File: src/rtl/prio_int_ctrl_pkg.sv
// Shared constants for the priority interrupt controller: register offsets, FSM states, source limit.
// Pure declarations; no logic, no latency.
package prio_int_pkg;

    localparam int MAX_SRC  = 16;
    localparam int NUM_REGS = 6;

    localparam logic [2:0] REG_PEND  = 3'd0;
    localparam logic [2:0] REG_MASK  = 3'd1;
    localparam logic [2:0] REG_MODE  = 3'd2;
    localparam logic [2:0] REG_EOI   = 3'd3;
    localparam logic [2:0] REG_VBASE = 3'd4;
    localparam logic [2:0] REG_STAT  = 3'd5;

    typedef enum logic [1:0] {
        ST_IDLE    = 2'd0,
        ST_DELIVER = 2'd1,
        ST_SERVICE = 2'd2
    } state_e;

endpackage

File: src/rtl/prio_int_ctrl_if.sv
// CPU-side bundle: shared mm_* register bus plus interrupt delivery (int_occurred/int_vec, stall_IM_ID).
// master = cpu/bus driver, slave = interrupt controller.
interface prio_int_ctrl_if;
    logic [15:0] mm_addr;
    logic        mm_we;
    logic        mm_re;
    logic [15:0] mm_wdata;
    logic [15:0] mm_rdata;
    logic        stall_IM_ID;
    logic        int_occurred;
    logic [15:0] int_vec;

    modport master (
        output mm_addr, mm_we, mm_re, mm_wdata, stall_IM_ID,
        input  mm_rdata, int_occurred, int_vec
    );

    modport slave (
        input  mm_addr, mm_we, mm_re, mm_wdata, stall_IM_ID,
        output mm_rdata, int_occurred, int_vec
    );
endinterface

File: src/rtl/prio_int_ctrl_int_prio_enc.sv
// Lowest-index-first priority encoder; purely combinational, zero latency, no backpressure.
module int_prio_enc #(
    parameter int NUM_SRC = 8
) (
    input  logic [NUM_SRC-1:0] i_req,
    output logic               o_vld,
    output logic [3:0]         o_id
);

    // Scan from the top down so the lowest set index is the last (winning) assignment.
    always_comb begin
        o_vld = 1'b0;
        o_id  = 4'd0;
        for (int i = NUM_SRC - 1; i >= 0; i--) begin
            if (i_req[i]) begin
                o_vld = 1'b1;
                o_id  = i[3:0];
            end
        end
    end

endmodule

File: src/rtl/prio_int_ctrl.sv
// Memory-mapped fixed-priority interrupt controller: PEND/MASK/MODE/EOI/VBASE/STAT, IDLE->DELIVER->SERVICE.
// Request reaches DELIVER one edge after PEND sets; DELIVER holds id/vec while stall_IM_ID is high.
module prio_int_ctrl
    import prio_int_pkg::*;
#(
    parameter int          NUM_SRC      = 8,
    parameter logic [15:0] ADDR_BASE    = 16'hC010,
    parameter logic [15:0] VEC_BASE_RST = 16'h0010
) (
    input  logic               i_clk,
    input  logic               i_rst_n,
    input  logic [NUM_SRC-1:0] i_int_src,
    prio_int_ctrl_if.slave     bus
);

    state_e              r_state;
    state_e              w_state_nxt;
    logic [NUM_SRC-1:0]  r_src_q;
    logic [NUM_SRC-1:0]  r_pend;
    logic [NUM_SRC-1:0]  r_mask;
    logic [NUM_SRC-1:0]  r_mode;
    logic [15:0]         r_vbase;
    logic [3:0]          r_id;
    logic [15:0]         r_vec;

    logic [15:0]         w_off;
    logic                w_in_win;
    logic                w_wr_pend, w_wr_mask, w_wr_mode, w_wr_eoi, w_wr_vbase;
    logic [NUM_SRC-1:0]  w_wdat;
    logic [NUM_SRC-1:0]  w_mode_nxt;
    logic [NUM_SRC-1:0]  w_edge;
    logic [NUM_SRC-1:0]  w_w1c;
    logic [NUM_SRC-1:0]  w_id_oh;
    logic [NUM_SRC-1:0]  w_dlv_clr;
    logic [NUM_SRC-1:0]  w_pend_nxt;
    logic [NUM_SRC-1:0]  w_pend_view;
    logic [NUM_SRC-1:0]  w_elig;
    logic                w_enc_vld;
    logic [3:0]          w_enc_id;
    logic                w_deliver_done;
    logic [MAX_SRC-1:0]  w_pend16, w_mask16, w_mode16;
    logic [15:0]         w_stat;
    logic [15:0]         w_rdata;

    assign w_off      = bus.mm_addr - ADDR_BASE;
    assign w_in_win   = (w_off < 16'(NUM_REGS));
    assign w_wr_pend  = bus.mm_we && w_in_win && (w_off[2:0] == REG_PEND);
    assign w_wr_mask  = bus.mm_we && w_in_win && (w_off[2:0] == REG_MASK);
    assign w_wr_mode  = bus.mm_we && w_in_win && (w_off[2:0] == REG_MODE);
    assign w_wr_eoi   = bus.mm_we && w_in_win && (w_off[2:0] == REG_EOI);
    assign w_wr_vbase = bus.mm_we && w_in_win && (w_off[2:0] == REG_VBASE);
    assign w_wdat     = bus.mm_wdata[NUM_SRC-1:0];

    always_comb begin
        w_id_oh = '0;
        for (int i = 0; i < NUM_SRC; i++) begin
            w_id_oh[i] = (r_id == i[3:0]);
        end
    end

    assign w_deliver_done = (r_state == ST_DELIVER) && !bus.stall_IM_ID;
    assign w_dlv_clr      = w_deliver_done ? w_id_oh : '0;
    assign w_w1c          = w_wr_pend ? w_wdat : '0;
    assign w_edge         = i_int_src & ~r_src_q;
    assign w_mode_nxt     = w_wr_mode ? w_wdat : r_mode;
    // Edge set wins over clears; bits switching to level mode lose any latched edge.
    assign w_pend_nxt     = w_mode_nxt & (w_edge | (r_pend & ~w_w1c & ~w_dlv_clr));
    assign w_pend_view    = r_pend | (~r_mode & r_src_q);
    assign w_elig         = w_pend_view & r_mask;

    int_prio_enc #(.NUM_SRC(NUM_SRC)) u_enc (
        .i_req (w_elig),
        .o_vld (w_enc_vld),
        .o_id  (w_enc_id)
    );

    always_ff @(posedge i_clk) begin
        if (!i_rst_n) begin
            r_src_q <= '0;
            r_pend  <= '0;
            r_mask  <= '0;
            r_mode  <= '1;
            r_vbase <= VEC_BASE_RST;
            r_id    <= 4'd0;
            r_vec   <= 16'h0000;
        end else begin
            r_src_q <= i_int_src;
            r_pend  <= w_pend_nxt;
            r_mode  <= w_mode_nxt;
            if (w_wr_mask)  r_mask  <= w_wdat;
            if (w_wr_vbase) r_vbase <= bus.mm_wdata;
            if (r_state == ST_IDLE && w_enc_vld) begin
                r_id  <= w_enc_id;
                r_vec <= r_vbase + {12'd0, w_enc_id};
            end
        end
    end

    always_ff @(posedge i_clk) begin
        if (!i_rst_n) r_state <= ST_IDLE;
        else          r_state <= w_state_nxt;
    end

    always_comb begin
        w_state_nxt = r_state;
        case (r_state)
            ST_IDLE:    if (w_enc_vld)      w_state_nxt = ST_DELIVER;
            ST_DELIVER: if (w_deliver_done) w_state_nxt = ST_SERVICE;
            ST_SERVICE: if (w_wr_eoi)       w_state_nxt = ST_IDLE;
            default:                        w_state_nxt = ST_IDLE;
        endcase
    end

    always_comb begin
        bus.int_occurred = (r_state == ST_DELIVER);
        bus.int_vec      = r_vec;
    end

    always_comb begin
        w_stat = 16'h0000;
        if (r_state == ST_SERVICE) w_stat[15] = 1'b1;
        if (r_state != ST_IDLE)    w_stat[3:0] = r_id;
    end

    always_comb begin
        w_pend16 = '0;
        w_mask16 = '0;
        w_mode16 = '0;
        w_pend16[NUM_SRC-1:0] = w_pend_view;
        w_mask16[NUM_SRC-1:0] = r_mask;
        w_mode16[NUM_SRC-1:0] = r_mode;
        w_rdata = 16'h0000;
        if (bus.mm_re && w_in_win) begin
            case (w_off[2:0])
                REG_PEND:  w_rdata = w_pend16;
                REG_MASK:  w_rdata = w_mask16;
                REG_MODE:  w_rdata = w_mode16;
                REG_VBASE: w_rdata = r_vbase;
                REG_STAT:  w_rdata = w_stat;
                default:   w_rdata = 16'h0000;
            endcase
        end
    end

    assign bus.mm_rdata = w_rdata;

endmodule

File: src/flat_wrapper.sv
// flat-port wrapper written by rule: the top's interface ports become plain ports
module prio_int_ctrl_flat import prio_int_pkg::*;
#(
    parameter int          NUM_SRC      = 8,
    parameter logic [15:0] ADDR_BASE    = 16'hC010,
    parameter logic [15:0] VEC_BASE_RST = 16'h0010
)
  (i_clk, i_rst_n, i_int_src, bus_mm_addr, bus_mm_we, bus_mm_re, bus_mm_wdata, bus_stall_IM_ID, bus_mm_rdata, bus_int_occurred, bus_int_vec);
  prio_int_ctrl_if bus_i ();
  input  logic i_clk;
  input  logic i_rst_n;
  input  logic [NUM_SRC-1:0] i_int_src;
  input wire logic [$bits(bus_i.mm_addr)-1:0] bus_mm_addr;
  input wire logic [$bits(bus_i.mm_we)-1:0] bus_mm_we;
  input wire logic [$bits(bus_i.mm_re)-1:0] bus_mm_re;
  input wire logic [$bits(bus_i.mm_wdata)-1:0] bus_mm_wdata;
  input wire logic [$bits(bus_i.stall_IM_ID)-1:0] bus_stall_IM_ID;
  output wire logic [$bits(bus_i.mm_rdata)-1:0] bus_mm_rdata;
  output wire logic [$bits(bus_i.int_occurred)-1:0] bus_int_occurred;
  output wire logic [$bits(bus_i.int_vec)-1:0] bus_int_vec;
  assign bus_i.mm_addr = bus_mm_addr;
  assign bus_i.mm_we = bus_mm_we;
  assign bus_i.mm_re = bus_mm_re;
  assign bus_i.mm_wdata = bus_mm_wdata;
  assign bus_i.stall_IM_ID = bus_stall_IM_ID;
  assign bus_mm_rdata = bus_i.mm_rdata;
  assign bus_int_occurred = bus_i.int_occurred;
  assign bus_int_vec = bus_i.int_vec;
  prio_int_ctrl #(.NUM_SRC(NUM_SRC), .ADDR_BASE(ADDR_BASE), .VEC_BASE_RST(VEC_BASE_RST)) u_core (.i_clk(i_clk), .i_rst_n(i_rst_n), .i_int_src(i_int_src), .bus(bus_i));
endmodule
File: config.mk
export PLATFORM = sky130hd
export DESIGN_NAME = prio_int_ctrl_flat
export DESIGN_NICKNAME = d
export VERILOG_FILES = /design/src/rtl/prio_int_ctrl_pkg.sv /design/src/rtl/prio_int_ctrl_if.sv /design/src/rtl/prio_int_ctrl_int_prio_enc.sv /design/src/rtl/prio_int_ctrl.sv /design/src/flat_wrapper.sv
export SDC_FILE = /design/constraint.sdc
export NUM_CORES = 1
export LEC_CHECK = 0
export CAP_MARGIN = 20
export CORE_ASPECT_RATIO = 1.5
export CORE_MARGIN = 10
export CORE_UTILIZATION = 25
export DETAILED_ROUTE_END_ITERATION = 8
export SLEW_MARGIN = 5
export SYNTH_ARGS = -nofsm -noshare
export SYNTH_HDL_FRONTEND = slang
export SYNTH_SLANG_ARGS = --single-unit
export TNS_END_PERCENT = 20
File: constraint.sdc
create_clock -name i_clk -period 5.4 [get_ports i_clk]
set_clock_uncertainty 0.15 [all_clocks]
set_input_delay 0.81 -clock i_clk [delete_from_list [all_inputs] [get_ports i_clk]]
set_output_delay 0.81 -clock i_clk [all_outputs]
set_load 0.1 [all_outputs]
==> impl_metrics.ini <==
[placement]
place_area_mm2 = 0.00458
gp_congestion = 0.873
post-dp-hpwl_um = 8820
place_worst_setup_slack_ns = 1.10
portBuffers = 77

[clock_network]
cts_resized = 0
cts_buffers = 9
clkSlewWorstSetupHoldPaths_ns = 0.06
post_cts_buffers = 0
hold_buffers = 0
cts_tree = done
clockBufferDepth = 2
numClockSinks = 69
ctsRootBufferMaster = clkbuf_16
htree_num_levels = 3
clk-insertion-delay-late_ns = 0.34

[timing]
rsz0062_at_grt = false
drv_slew = 0
fin_crit_sh_pct = 79.1
max_freq_mhz = 234
hold_viol = 0
whs_ns = 0.308
fin_setup_tns_ns = 0
fin_ws_ns = 1.13
finalSetupViolCount = 0
worst_pin_slew_ns = 1.01
max-slew-margin-rel_pct = 32.6
period_minus_slack_ns = 4.27

[logic_synthesis]
seq_area_frac_synth_pct = 37.4
postSynth.asyncResetShare_pct = 0
ys_top_cells_by_area = dfxtp_1 37%, mux2i_1 13%, nand2_1 6.1%
ys.flop_type = dfxtp_1
synthDominantCellAreaShare_pct = 37.4
syn_area_mm2 = 0.00369
synth_edf_count = 0
synth_warnings = 0
synth_nets = 464
postSynthAreaPerCell_um2 = 8.90
synthCells = 415
ys_types = 61
synth.ff_latch_count = 69
yosysTopAreaCell = dfxtp_1

[finish]
drive_above_1_share_pct = 11.4
diodes = 0
final_cell_mix = 69 x dfxtp_1, 61 x clkdlybuf4s50_1, 60 x nand2_1
postLayoutCellArea_mm2 = 0.00486
area_growth_pct = 31.7
nNetsFinal = 537
final_common_cell = dfxtp_1
fillCellCount = 1536

[power_and_ir_drop]
total_power_w = 0.00116
irDropWorstVdd_mv = 0.124
p_per_area_mw_per_mm2 = 238
p_leak_nw = 1.81

[grt]
grt_util_met3_pct = 2.36
grt_max_degree = 53
grt_overflow = 0
grt_pass1_wl_um = 18200
grt.busiest_layer = met2
grt_use_met2_pct = 20.0
grt.total_usage_pct = 11.3
antenna_found_initial = 0
grt.met1_usage_pct = 12.6
grt_pass1_vias = 3401

[worst_setup_path]
rr_endpoint = u_core.bus.int_vec[13]
crit_type = in2out
rrSetupSlack_ns = 2.02
slowest_delay_ns = 0.46
r2r_start = u_core.r_src_q[6]
critPathArrivalTime_ns = 3.31
r2r_cells = 11
endpoint_kind = output port
cp_slowest_cell = nor2_1
crit_chain = clkdlybuf4s50_1, and4bb_1, nand4_4, nor2_1, nand2_1, nor3_1, buf_4
cp_data_required_time_ns = 4.44
path_max_fanout = 9
cp-start-kind = input port
crit_start = bus_mm_addr[6]

[detailed_routing]
wl_per_cell_um = 16.8
dr.pass1.iters = 4
vias = 3314
drc = 0
vias_per_cell = 4.81
detail-route-antenna-nets = 0
wl_um = 11600
drtIter0Drc = 197

[floorplan]
initial_utilization_pct = 25.4
io_pins = 78
die_y_um = 169
die_x_um = 119
rows = 54
core_mm2 = 0.0145
die_area_mm2 = 0.0201

[worst_hold_path]
hold_end = u_core.bus.int_vec[10]
hp-start = u_core.bus.int_vec[10]
worstHoldPathCells = 2
hold_path.class = reg2reg

[flow_run]
cap_violations = 0

[outcome]
status = finished, final reports clean
[final cells by class]
| class | count | area, um2 | share of cell area (%) |
|---|---|---|---|
| multi-input cells | 318 | 2150 | 44.3 |
| flip-flops and latches | 69 | 1380 | 28.4 |
| repair buffers | 84 | 783 | 16.1 |
| clock buffers | 11 | 253 | 5.20 |
| well taps | 196 | 245 | 5.04 |
| clock inverters | 5 | 25.0 | 0.515 |
| inverters | 6 | 22.5 | 0.463 |
[worst max path at each step]
stage,end,slack (ns),cells past startpoint
2_1_floorplan,bus_mm_rdata[15],0.56,5
3_3_place_gp,bus_mm_rdata[15],1.23,7
3_5_place_dp,bus_mm_rdata[15],1.10,7
4_1_cts,bus_mm_rdata[15],1.11,7
5_1_grt,bus_mm_rdata[15],0.99,7
6_report,bus_mm_rdata[15],1.13,7
[through the flow]
step	cells	utilization, %
after floorplan	415	-
after global placement	672	31.5
after detailed placement	672	31.5
after CTS	688	33.4
after global routing	689	33.5
final	689	33.5
[flip-flops by register name (all words and copies together) (netlist names)]
signal,cells
u_core.bus.int_vec,16
u_core.r_vbase,16
u_core.r_mask,8
u_core.r_mode,8
u_core.r_pend,8
u_core.r_src_q,8
u_core.r_id,3
u_core.r_state,2
[kinds of logic after synthesis]
logic type	Yosys count	synth area share [%]
AND/OR/NAND/NOR	170	25.2
AO/OA/AOI/OAI	86	16.2
flip-flops	69	37.4
multiplexers	48	13.0
buffers and inverters	28	4.30
XOR/XNOR	10	2.37
adder cells (fa/ha/maj)	4	1.56
[where the power goes]
part	total (W)	internal (W)	switching, W
Sequential	0.000522	0.000517	0.00000496
Combinational	0.0000820	0.0000449	0.0000371
Clock	0.000555	0.000332	0.000224
Total	0.00116	0.000894	0.000266
[synth_stat cells (all sizes together), types with 4 or more instances]
cell type  number
inv             5
clkbuf         15
nand4           6
mux2i          48
dfxtp          69
nand2          61
nor2           30
a21o            8
nor4            6
a21oi           6
nand3           4
a22oi           8
and2            8
a2111oi         4
nor2b          11
nor3           10
o21a            7
and3           10
o21ai          24
a211oi         10
a31oi           6
buf             7
xor2            8
nand2b         12
[critical path: cells and delay by family]
kind / cells / cell delay, ns
buffers and inverters: 2 / 0.74
AND/OR/NAND/NOR: 5 / 1.75
[per-layer routing]
metal	share of wire, %	wire length, um	vias to the layer above
met1	40	4660	1586
met2	53	6140	90
met5	0	0	-
met3	4.3	495	12
met4	2.2	256	0
li1	-	-	1626
(Power assumes the default switching activity.)
